<file path="config.mk">
export PLATFORM = sky130hd
export DESIGN_NAME = qspi_arb
export DESIGN_NICKNAME = d
export VERILOG_FILES = /design/src/rtl/qspi_arb_pkg.sv /design/src/rtl/qspi_arb_wdog.sv /design/src/rtl/qspi_arb.sv
export SDC_FILE = /design/constraint.sdc
export NUM_CORES = 1
export LEC_CHECK = 0
export CAP_MARGIN = 20
export CORE_ASPECT_RATIO = 1.4
export CORE_UTILIZATION = 25
export CTS_BUF_LIST = sky130_fd_sc_hd__clkbuf_4
export DETAILED_ROUTE_END_ITERATION = 6
export DONT_BUFFER_PORTS = 1
export GPL_ROUTABILITY_DRIVEN = 0
export PLACE_DENSITY = 0.38
export SLEW_MARGIN = 20
export SYNTH_ARGS = -nofsm -noshare
export SYNTH_HDL_FRONTEND = slang
export SYNTH_SLANG_ARGS = --single-unit
export TNS_END_PERCENT = 30
</file>
<file path="constraint.sdc">
create_clock -name clk -period 1.5 [get_ports clk]
set_clock_uncertainty 0.15 [all_clocks]
set_input_delay 0.225 -clock clk [delete_from_list [all_inputs] [get_ports clk]]
set_output_delay 0.225 -clock clk [all_outputs]
set_load 0.03 [all_outputs]
</file>
<file path="src/rtl/qspi_arb_pkg.sv">
// Shared types and helpers for the QSPI engine arbiter (qspi_arb).
package qspi_arb_pkg;

    localparam int unsigned MEM_BITS_DEF = 7;

    typedef enum logic [2:0] {
        StIdle  = 3'd0,
        StIRd   = 3'd1,
        StDWr   = 3'd2,
        StDRd   = 3'd3,
        StFault = 3'd4
    } arb_state_e;

    // Line tag width: physical address minus the byte-in-line offset bits.
    function automatic int unsigned tag_width(input int unsigned pa, input int unsigned line_len);
        return pa - $clog2(line_len);
    endfunction

endpackage

</file>
<file path="src/rtl/qspi_arb_wdog.sv">
// Transfer watchdog: counts cycles while enabled, flags expiry on the TIMEOUT-th cycle.
module qspi_arb_wdog #(
    parameter int unsigned TIMEOUT = 255
) (
    input  logic clk,
    input  logic reset,
    input  logic clr,
    input  logic en,
    output logic expire
);

    localparam int unsigned CW = $clog2(TIMEOUT + 1);

    logic [CW-1:0] cnt_q, cnt_d;

    always_comb begin
        cnt_d = cnt_q;
        if (clr) begin
            cnt_d = '0;
        end else if (en) begin
            cnt_d = cnt_q + 1'b1;
        end
    end

    assign expire = en && !clr && (cnt_q == CW'(TIMEOUT - 1));

    always_ff @(posedge clk or negedge reset) begin
        if (!reset) begin
            cnt_q <= '0;
        end else begin
            cnt_q <= cnt_d;
        end
    end

endmodule

</file>
<file path="src/rtl/qspi_arb.sv">
// Shares the QSPI line engine between icache fills and dcache push/pull.
// Define QSPI_ARB_RR_EN for round-robin on simultaneous requests; default is dcache priority.
module qspi_arb
    import qspi_arb_pkg::*;
#(
    parameter int unsigned PA          = 22,
    parameter int unsigned LINE_LENGTH = 4,
    parameter int unsigned MEM_BITS    = MEM_BITS_DEF,
    parameter int unsigned TIMEOUT     = 255
) (
    input  logic                                   clk,
    input  logic                                   reset,
    input  logic                                   i_pull,
    input  logic [tag_width(PA, LINE_LENGTH)-1:0]  i_tag,
    input  logic                                   d_push,
    input  logic                                   d_pull,
    input  logic [tag_width(PA, LINE_LENGTH)-1:0]  d_tag,
    input  logic                                   q_done,
    output logic                                   q_req,
    output logic                                   q_i_d,
    output logic                                   q_write,
    output logic                                   q_mem,
    output logic [tag_width(PA, LINE_LENGTH)-1:0]  q_paddr,
    output logic                                   i_grant,
    output logic                                   d_grant,
    output logic                                   i_done,
    output logic                                   d_done,
    output logic                                   q_fault
);

    localparam int unsigned TW = tag_width(PA, LINE_LENGTH);

    arb_state_e    state_q, state_d;
    logic          gap_q, gap_d;
    logic [TW-1:0] paddr_q, paddr_d;
    logic          mem_q, mem_d;
    logic          wd_clr, wd_expire;
    logic          want_d, d_wins;
`ifdef QSPI_ARB_RR_EN
    logic          last_data_q, last_data_d;
`endif

    assign want_d = d_push | d_pull;

`ifdef QSPI_ARB_RR_EN
    // On a tie the side that did not win last time goes first.
    assign d_wins = want_d && !(i_pull && last_data_q);
`else
    assign d_wins = want_d;
`endif

    always_comb begin
        state_d = state_q;
        gap_d   = 1'b0;
        paddr_d = paddr_q;
        mem_d   = mem_q;
        wd_clr  = 1'b0;
`ifdef QSPI_ARB_RR_EN
        last_data_d = last_data_q;
`endif
        case (state_q)
            StIdle: begin
                if (d_wins) begin
                    state_d = d_push ? StDWr : StDRd;
                    paddr_d = d_tag;
                    mem_d   = &d_tag[TW-1 -: MEM_BITS];
                    wd_clr  = 1'b1;
`ifdef QSPI_ARB_RR_EN
                    last_data_d = 1'b1;
`endif
                end else if (i_pull) begin
                    state_d = StIRd;
                    paddr_d = i_tag;
                    mem_d   = &i_tag[TW-1 -: MEM_BITS];
                    wd_clr  = 1'b1;
`ifdef QSPI_ARB_RR_EN
                    last_data_d = 1'b0;
`endif
                end
            end
            StIRd: begin
                if (q_done) begin
                    state_d = StIdle;
                end else if (wd_expire) begin
                    state_d = StFault;
                end
            end
            StDWr: begin
                if (q_done) begin
                    if (d_pull) begin
                        // Stay locked to dcache; q_req drops for the single gap cycle.
                        state_d = StDRd;
                        gap_d   = 1'b1;
                        paddr_d = d_tag;
                        mem_d   = &d_tag[TW-1 -: MEM_BITS];
                        wd_clr  = 1'b1;
                    end else begin
                        state_d = StIdle;
                    end
                end else if (wd_expire) begin
                    state_d = StFault;
                end
            end
            StDRd: begin
                if (!gap_q) begin
                    if (q_done) begin
                        state_d = StIdle;
                    end else if (wd_expire) begin
                        state_d = StFault;
                    end
                end
            end
            StFault: state_d = StFault;
            default: state_d = StIdle;
        endcase
    end

    always_ff @(posedge clk or negedge reset) begin
        if (!reset) begin
            state_q <= StIdle;
            gap_q   <= 1'b0;
            paddr_q <= '0;
            mem_q   <= 1'b0;
        end else begin
            state_q <= state_d;
            gap_q   <= gap_d;
            paddr_q <= paddr_d;
            mem_q   <= mem_d;
        end
    end

`ifdef QSPI_ARB_RR_EN
    always_ff @(posedge clk or negedge reset) begin
        if (!reset) begin
            last_data_q <= 1'b1;
        end else begin
            last_data_q <= last_data_d;
        end
    end
`endif

    assign q_req   = (state_q == StIRd) || (state_q == StDWr) || ((state_q == StDRd) && !gap_q);
    assign q_i_d   = (state_q == StIRd);
    assign q_write = (state_q == StDWr);
    assign q_mem   = mem_q;
    assign q_paddr = paddr_q;
    assign i_grant = (state_q == StIRd);
    assign d_grant = (state_q == StDWr) || (state_q == StDRd);
    assign q_fault = (state_q == StFault);
    assign i_done  = (state_q == StIRd) && q_done;
    assign d_done  = q_done && (((state_q == StDRd) && !gap_q) || ((state_q == StDWr) && !d_pull));

    qspi_arb_wdog #(
        .TIMEOUT (TIMEOUT)
    ) u_wdog (
        .clk    (clk),
        .reset  (reset),
        .clr    (wd_clr),
        .en     (q_req),
        .expire (wd_expire)
    );

endmodule

</file>
; Word level (Yosys, flattened, before mapping)
; Cells that the tools add are included.
[classes]
addsub = 1
mux = 27
n_reduce_logical = 20
bitwise = 1
n_eq_ne = 9
[op_table]
columns = cell, n
row1 = $mux W20, 4
row2 = $pmux W20 S2, 1
row3 = $mux W3, 6
row4 = $mux W8, 2
row5 = $pmux W3 S5, 1
row6 = $reduce_and A7 Y1, 2
row7 = $mux W1, 10
row8 = $add A8 B1 Y8 const B, 1
row9 = $eq A8 B8 Y1 const B, 1
row10 = $eq A3 B2 Y1 const B, 2
row11 = $logic_and A1 B1 Y1, 6
row12 = $ne A2 B2 Y1 const B, 3
row13 = $logic_or A1 B1 Y1, 4
row14 = $pmux W1 S2, 2
row15 = $reduce_and A4 Y1, 1
row16 = $reduce_bool A2 Y1, 2
row17 = $eq A3 B1 Y1 const B, 1
row18 = $eq A3 B3 Y1 const B, 1
row19 = $logic_not A1 Y1, 3
row20 = $logic_not A3 Y1, 1
row21 = $ne A3 B3 Y1 const B, 1
row22 = $mux W2, 1
row23 = $reduce_and A2 Y1, 1
row24 = $or A1 B1 Y1, 1
[word_totals]
ff_bits = 33
word_cells = 63

; Logic depth before layout (Yosys ltp)
; Gate-level depths: netlist of the first run.
[logic_depth]
ltp_word = 10
mapped_depth = 6

; By module
; From an unflattened synthesis of the first run, not the netlist that was laid out.
[hier_totals]
cells_unflattened = 152
area_unflattened_um2 = 1891.8
[by_module_without_submodules]
columns = module, cells_each, n_inst, area_each_um2
row1 = qspi_arb, 111, 1, 1478.9
row2 = qspi_arb_wdog, 41, 1, 412.9

; Worst setup path before layout of the first run
; Ideal clock, no wire load.
[synth_path]
path_type = reg2out
from = register state_q[0]
to = output port i_done
t_required_ps = 1125
setup_slack_ps = -723
t_arrival_ps = 1848
path_stages_with_launch = 4
cell_sequence = dfrtp_1 buf_2 nor3b_1 and2_1
[synth_via]
elab_chain_cells = 2
[synth_rtl]
columns = item, line
row1 = "start, declared", qspi_arb.sv:33  ; arb_state_e state_q, state_d;
row2 = "start signal, assigned", qspi_arb.sv:120  ; state_q <= StIdle;
row3 = "start signal, assigned", qspi_arb.sv:125  ; state_q <= state_d;
row4 = $eq A3 B1 Y1, --
row5 = named net i_grant, qspi_arb.sv:24  ; output logic i_grant,
row6 = $logic_and A1 B1 Y1, qspi_arb.sv:150  ; assign i_done = (state_q == StIRd) && q_done;
row7 = "end, declared", qspi_arb.sv:26  ; output logic i_done,
; The timed path passes the listed nets, and every way through them passes these cells.

; Final worst setup path of the first run
[layout_path]
from = register state_q[1]
to = register paddr_q[4] (netlist: q_paddr[4])
[layout_via]
elab_chain_cells = 3
elab_cells_between_ends = 8
classes_between = eq/ne (4) / mux (1) / reduce/logical (3)
[layout_rtl]
columns = item, line
row1 = $eq A3 B2 Y1 or $logic_not A3 Y1 (tied branches), qspi_arb.sv:61  ; case (state_q)
row2 = "$ne A2 B2 Y1 (no line), or another cell as far along", --
row3 = $reduce_and A4 Y1 (no line), --
row4 = "end signal, assigned", qspi_arb.sv:127  ; paddr_q <= paddr_d;
row5 = "end, declared", qspi_arb.sv:35  ; logic [TW-1:0] paddr_q, paddr_d;
; Several ways; a longest one is shown, not always the timed one.
; A chain may end at the register's enable or synchronous reset.

==> flow_metrics.tcl, run 1 <==
set metrics [dict create \
    setup_viol 40 \
    finalCritPeriodShare 1.18 \
    rows 36 \
    tightest_slew_ns 0.349 \
    wl_per_cell_um 16.0 \
    die_area_um2 7530 \
    coreArea_um2 6940 \
    viasPerCell 4.71 \
    hpwlAfterDp_mm 3.16 \
    critPathSlowestCell "dfrtp_2" \
    antenna_found_initial 0 \
    seq_power_share 0.389 \
    root_buffer "clkbuf_4" \
    overflow 0 \
    cts_buffers 5 \
    power.switching_mw 2.42 \
    synth-seq-cells 33 \
    vias 1678 \
    fillers 701 \
    h-tree-depth 2 \
    crit_chain "buf_4 -> o21ba_4 -> buf_4 -> o211ai_4 -> buf_12 -> clkbuf_16 -> nand2_1 -> o21ai_0" \
    fin_util 0.420 \
    drt_iter0_markers 40 \
    p_per_area_nw_per_um2 1850 \
    synth_edf_count 0 \
    status "finished, violations left" \
    grt_max_degree 43 \
    min_path_type "in -> reg" \
    ys_warn_count 0 \
    grt_pass1_vias 1722 \
    clkTransAtPathRegs_ns 0.10 \
    final_nets 308 \
    critPathBufInv 4 \
    diodes 0 \
    crit_family "buffers and inverters" \
    timing.final.ws_setup_ns -0.271 \
    drive_above_1_share 0.291 \
    internal_power_mw 2.95 \
    max_freq_mhz 565 \
    die_x_um 73.7 \
    clockBufferDepth 2 \
    grt_pass1_wl_mm 8.03 \
    max-cap-violations 0 \
    crit_top_cell "buf_4" \
    firstDrtPassIters 4 \
    worstSetupEndpointType "register" \
    start_util 0.259 \
    worst_slew_margin_rel 0.768 \
    worstPathArrival_ns 1.84 \
    clockPowerShare 0.126 \
    synth_cells 182 \
    ir_drop_mv 0.655 \
    rsz0062_at_grt "yes" \
    synth_cell_types 41 \
    clk-insertion-delay-late_ns 0.32 \
    p_leak_nw 1.35 \
    cts_tree "yes" \
    drv_slew 0 \
    yosys_most_used_dff "dfrtp_1" \
    routed_wl_mm 5.70 \
    grt.total_usage 0.143 \
    synth_nets 230 \
    async_flop_share 1.00 \
    cp_max_fo 10 \
    ys_seq_area_frac 0.460 \
    critPathKind "reg -> reg" \
    crit_path_start_kind "register" \
    p_total_mw 5.38 \
    drc 0 \
    critPathMaxStageDelay_ns 0.48 \
    hold_viol 0 \
    ant_nets 0 \
    portBuffers 0 \
    min_period_ns 1.77 \
    syn_area_um2 1800 \
    pwr-share-comb 0.485 \
    violations "setup timing" \
    ios 75 \
    fp.dieH_um 102 \
    swShare 0.451 \
    area_delta_synth_final_pct 62.0 \
    place_ws_ns -0.140 \
    avgSynthCellArea_um2 9.87 \
    clock_sinks 33 \
    cp.required_ns 1.57 \
]
==> cell type report <==
cell class / instances / area (µm²) / area share
inverters: 4 / 18.8 / 0.00645
clock inverters: 2 / 33.8 / 0.0116
flip-flops and latches: 33 / 828 / 0.284
repair buffers: 82 / 865 / 0.297
well taps: 95 / 119 / 0.0408
multi-input cells: 134 / 1000 / 0.344
clock buffers: 6 / 45.0 / 0.0155
==> cell families after synthesis <==
family	share of synthesized area
and+or+nand+nor	0.202
AOI/OAI and AO/OA	0.132
DFF	0.460
muxes	0.117
buffers and inverters	0.0515
xor gates and xnor gates	0.0244
adders and majority gates	0.0139
==> timing repair <==
item / 4_1_cts / 5_1_grt
setup buffers: 6 / 6
endpoints found under the hold margin: 57 / 0
setup endpoints to repair: 39 / 40
hold buffers: 43 / 0
pin swaps: 7 / 5
cloned: 0 / 4
gates resized for setup: 28 / 10
==> layout by cell type (no fill, tap or decap), drive strengths merged, types with 4 or more instances in the layout <==
master,Yosys,routed
dlygate4sd3,0,42
buf,7,37
dfrtp,33,33
nand2,26,26
o21ai,25,25
mux2i,21,21
nor2,12,12
clkbuf,4,9
nand4,8,8
nand3,5,5
xor2,4,4
a21oi,4,4
and2,4,4
==> cell usage after synthesis (2+ instances only) <==
| library cell | number | area share |
|---|---|---|
| dfrtp_1 | 33 | 0.46 |
| nand2_1 | 26 | 0.054 |
| mux2i_1 | 21 | 0.12 |
| o21ai_1 | 15 | 0.042 |
| nor2_1 | 12 | 0.025 |
| o21ai_0 | 9 | 0.025 |
| nand4_1 | 7 | 0.024 |
| a21oi_1 | 4 | 0.011 |
| buf_6 | 4 | 0.025 |
| clkbuf_1 | 4 | 0.0084 |
| inv_1 | 4 | 0.0084 |
| nand3_1 | 4 | 0.011 |
| xor2_1 | 4 | 0.019 |
| and2_1 | 3 | 0.010 |
| buf_2 | 2 | 0.0056 |
| ha_1 | 2 | 0.014 |
| nor2b_1 | 2 | 0.0070 |
| nor3_1 | 2 | 0.0056 |
| or3_1 | 2 | 0.0070 |
==> stage by stage <==
step                      TNS (ns)  cell area, µm²  std cells  hold slack [ns]
after global placement       -1.88            2060        289           -0.219
after detailed placement     -2.84            2060        289           -0.219
after floorplan              -1.62            1830        182           -0.221
after CTS                    -5.83            2730        346           0.0104
final                        -8.04            2910        356           0.0415
after global routing        -10.67            2910        356           0.0128
==> worst reg2reg max path, cell delays in order, from the launching register on <==
cell	delay [ns]
dfrtp_2	0.48
buf_4	0.16
o21ba_4	0.22
buf_4	0.11
o211ai_4	0.08
buf_12	0.15
clkbuf_16	0.17
nand2_1	0.07
o21ai_0	0.08
==> worst paths after layout <==
path	start	endpoint	slack, ns	cells past startpoint
max	state_q[1]$_DFFE_PN0P_	q_paddr[4]$_DFFE_PN0P_	-0.27	8
min	d_push	state_q[0]$_DFFE_PN0P_	0.04	3
max reg2reg	state_q[1]$_DFFE_PN0P_	q_paddr[4]$_DFFE_PN0P_	-0.27	8
min reg2reg	u_wdog.cnt_q[7]$_DFFE_PN0P_	u_wdog.cnt_q[7]$_DFFE_PN0P_	0.42	2
max in group asynchronous	reset	state_q[1]$_DFFE_PN0P_	0.82	2
min in group asynchronous	reset	u_wdog.cnt_q[7]$_DFFE_PN0P_	0.19	2
==> power by group through the flow <==
stage	Combinational, mW	Clock, mW	Sequential, mW
3_3_place_gp	1.60	0	2.07
3_5_place_dp	1.66	0	2.08
4_1_cts	2.12	0.712	2.09
6_report	2.61	0.679	2.09
5_1_grt	2.81	0.749	2.13
2_1_floorplan	1.31	0	1.96
==> state kept, by name (all words and copies together) (netlist names) <==
name and cells:
q_paddr 20, state_q 3, u_wdog.cnt_q 8, gap_q 1, q_mem 1
==> routing by layer <==
| layer | vias up | GRT usage | routed length, µm |
|---|---|---|---|
| met1 | 826 | 0.155 | 2140 |
| met2 | 50 | 0.253 | 3190 |
| met3 | 12 | 0.0385 | 228 |
| met4 | 0 | 0.0680 | 135 |
| met5 | - | 0 | 0 |
| li1 | 790 | - | - |
(Power assumes the default switching activity.)
==> inputs of run 2 (changes only) <==
--- a/config.mk
+++ b/config.mk
@@ -5,7 +5,8 @@
 export SDC_FILE = /design/constraint.sdc
 export NUM_CORES = 1
 export LEC_CHECK = 0
-export CAP_MARGIN = 20
+export ABC_AREA = 1
+export CAP_MARGIN = 40
 export CORE_ASPECT_RATIO = 1.4
 export CORE_UTILIZATION = 25
 export CTS_BUF_LIST = sky130_fd_sc_hd__clkbuf_4
==> flow_metrics.tcl, run 2 <==
set metrics [dict create \
    vias 1850 \
    critPathSlowestCell "dfrtp_1" \
    critPathMaxStageDelay_ns 0.43 \
    post-route-cell-area_um2 2990 \
    crit_path_start_kind "register" \
    async_flop_share 1.00 \
    min_from "d_push" \
    avgSynthCellArea_um2 7.75 \
    yosys_most_used_dff "dfrtp_1" \
    synth_nets 284 \
    ios 75 \
    p_per_area_nw_per_um2 2000 \
    reg2regPathDepth 11 \
    layout_common_cells "63 x nand2_1, 41 x dlygate4sd3_1, 32 x dfrtp_1" \
    critPathKind "reg -> out" \
    die_x_um 74.3 \
    setup_viol 40 \
    min_path_type "in -> reg" \
    firstDrtPassIters 4 \
    grt_max_degree 34 \
    diodes 0 \
    r2r_setup_slack_ns -0.24 \
    syn_area_um2 1830 \
    hold_viol 0 \
    coreArea_um2 7030 \
    grtUsageMet3 0.0368 \
    rows 36 \
    ir_drop_mv 1.13 \
    overflow 0 \
    root_buffer "clkbuf_4" \
    die_area_um2 7660 \
    synth_edf_count 0 \
    cp_max_fo 2 \
    clockBufferDepth 2 \
    min_to "state_q[0]$_DFFE_PN0P_" \
    routed_wl_mm 5.40 \
    grt_util_met2 0.292 \
    whs_ns 0.00863 \
    cp.required_ns 1.12 \
    h-tree-depth 2 \
    synth.most_common_cell "nand2_1" \
    viasPerCell 4.49 \
    drt_iter0_markers 47 \
    area_delta_synth_final_pct 63.7 \
    status "finished, violations left" \
    clkTransAtPathRegs_ns 0.11 \
    layout_commonest_cell "nand2_1" \
    worstSetupEndpointType "output pin" \
    yosysTopAreaCell "dfrtp_1" \
    synth_cells 236 \
    finalCritPeriodShare 1.23 \
    drc 0 \
    ant_nets 0 \
    violations "setup timing" \
    min_period_ns 1.84 \
    clock_sinks 33 \
    worst_slew_margin_rel 0.724 \
    grt.total_usage 0.156 \
    synth_top_area_share 0.452 \
    drive_above_1_share 0.309 \
    largest_register_ff_count 20 \
    synth_cell_types 26 \
    portBuffers 0 \
    cts_tree "yes" \
    fin_util 0.426 \
    ys_warn_count 0 \
    start_util 0.260 \
    clk-insertion-delay-late_ns 0.34 \
    synth-seq-cells 33 \
    ys_seq_area_frac 0.452 \
    place_area_um2 2130 \
    grt_most_used_layer "met2" \
    grt_pass1_wl_mm 8.93 \
    p_total_mw 6.00 \
    wl_per_cell_um 13.1 \
    grt_use_met1 0.170 \
    ys_top_cells_by_area "dfrtp_1 45%, nand2_1 14%, nor2_1 6.4%" \
    antenna_found_initial 0 \
    grt_pass1_vias 1861 \
    tns_ns -7.75 \
    tightest_slew_ns 0.414 \
    hold_path_depth 5 \
    max-cap-violations 0 \
    hpwlAfterDp_mm 3.57 \
    drv_slew 0 \
    fp.dieH_um 103 \
    r2r_end "u_wdog.cnt_q[7]$_DFFE_PN0P_" \
    max_freq_mhz 544 \
    r2r_start "state_q[2]$_DFFE_PN0P_" \
    crit_chain "inv_2 -> nand3_4 -> buf_12 -> clkinvlp_4 -> nand2_2 -> a21oi_4" \
    final_nets 364 \
    timing.final.ws_setup_ns -0.339 \
    p_leak_nw 1.32 \
    worstPathArrival_ns 1.46 \
    netlist_top_cells_count "69 x nand2_1, 33 x dfrtp_1, 31 x nor2_1" \
    cts_buffers 5 \
    rsz0062_at_grt "yes" \
]
==> run 2: cell type report <==
cell class,instances,area [µm²]
clock buffers,5,37.5
clock inverters,3,17.5
fillers,707,4030
inverters,27,115
multi-input cells,167,998
flip-flops and latches,33,827
well taps,95,119
repair buffers,82,878
==> run 2: worst max-delay path, delay by kind of cell (launching register included) <==
kind	cells	cell delay, ns
simple gates	2	0.15
buf+inv	3	0.30
flops	1	0.43
compound gates	1	0.24
==> run 2: per-layer routing <==
layer	routed length, µm	part of all wire
met1	2080	0.39
met2	2940	0.55
met3	296	0.055
met4	78	0.014
met5	0	0
==> run 2: timing repair <==
| item | in CTS | in global routing |
|---|---|---|
| hold buffers | 42 | 0 |
| setup endpoints to repair | 35 | 40 |
| hold endpoints to repair | 54 | 0 |
| setup buffers | 10 | 3 |
| resized for setup | 28 | 36 |
| pin swaps | 2 | 3 |
| gates cloned | 1 | 2 |
==> run 2: worst max path at each step <==
stage / slack, ns / from / end / cells after the start
finish: -0.34 / state_q[2]$_DFFE_PN0P_ / d_done / 6
global route: -0.42 / state_q[0]$_DFFE_PN0P_ / d_done / 5
CTS: -0.35 / state_q[2]$_DFFE_PN0P_ / d_done / 6
detailed placement: -0.07 / state_q[1]$_DFFE_PN0P_ / q_paddr[2]$_DFFE_PN0P_ / 8
global placement: -0.05 / state_q[2]$_DFFE_PN0P_ / state_q[1]$_DFFE_PN0P_ / 8
floorplan: -0.01 / state_q[2]$_DFFE_PN0P_ / d_done / 5
==> run 2: logic make-up (layout without fill, tap and decap cells) <==
| kind of cell | count (synthesis) | after routing | synth area share |
|---|---|---|---|
| simple gates | 127 | 127 | 0.315 |
| compound gates | 36 | 36 | 0.112 |
| buf+inv | 36 | 117 | 0.0979 |
| flops | 33 | 33 | 0.452 |
| fa+ha+maj | 2 | 2 | 0.0137 |
| xor+xnor | 2 | 2 | 0.00958 |
==> run 2: report_power, final <==
part / internal (mW) / leakage (nW) / switching (mW) / total (mW)
Clock: 0.177 / 0.0310 / 0.328 / 0.504
Combinational: 1.66 / 0.893 / 1.69 / 3.35
Sequential: 1.24 / 0.398 / 0.899 / 2.14
==> run 2: through the flow <==
| stage | setup WS, ns | cells |
|---|---|---|
| after global routing | -0.417 | 412 |
| after detailed placement | -0.0666 | 347 |
| after CTS | -0.352 | 408 |
| after floorplan | -0.0135 | 236 |
| final | -0.339 | 412 |
| after global placement | -0.0508 | 347 |
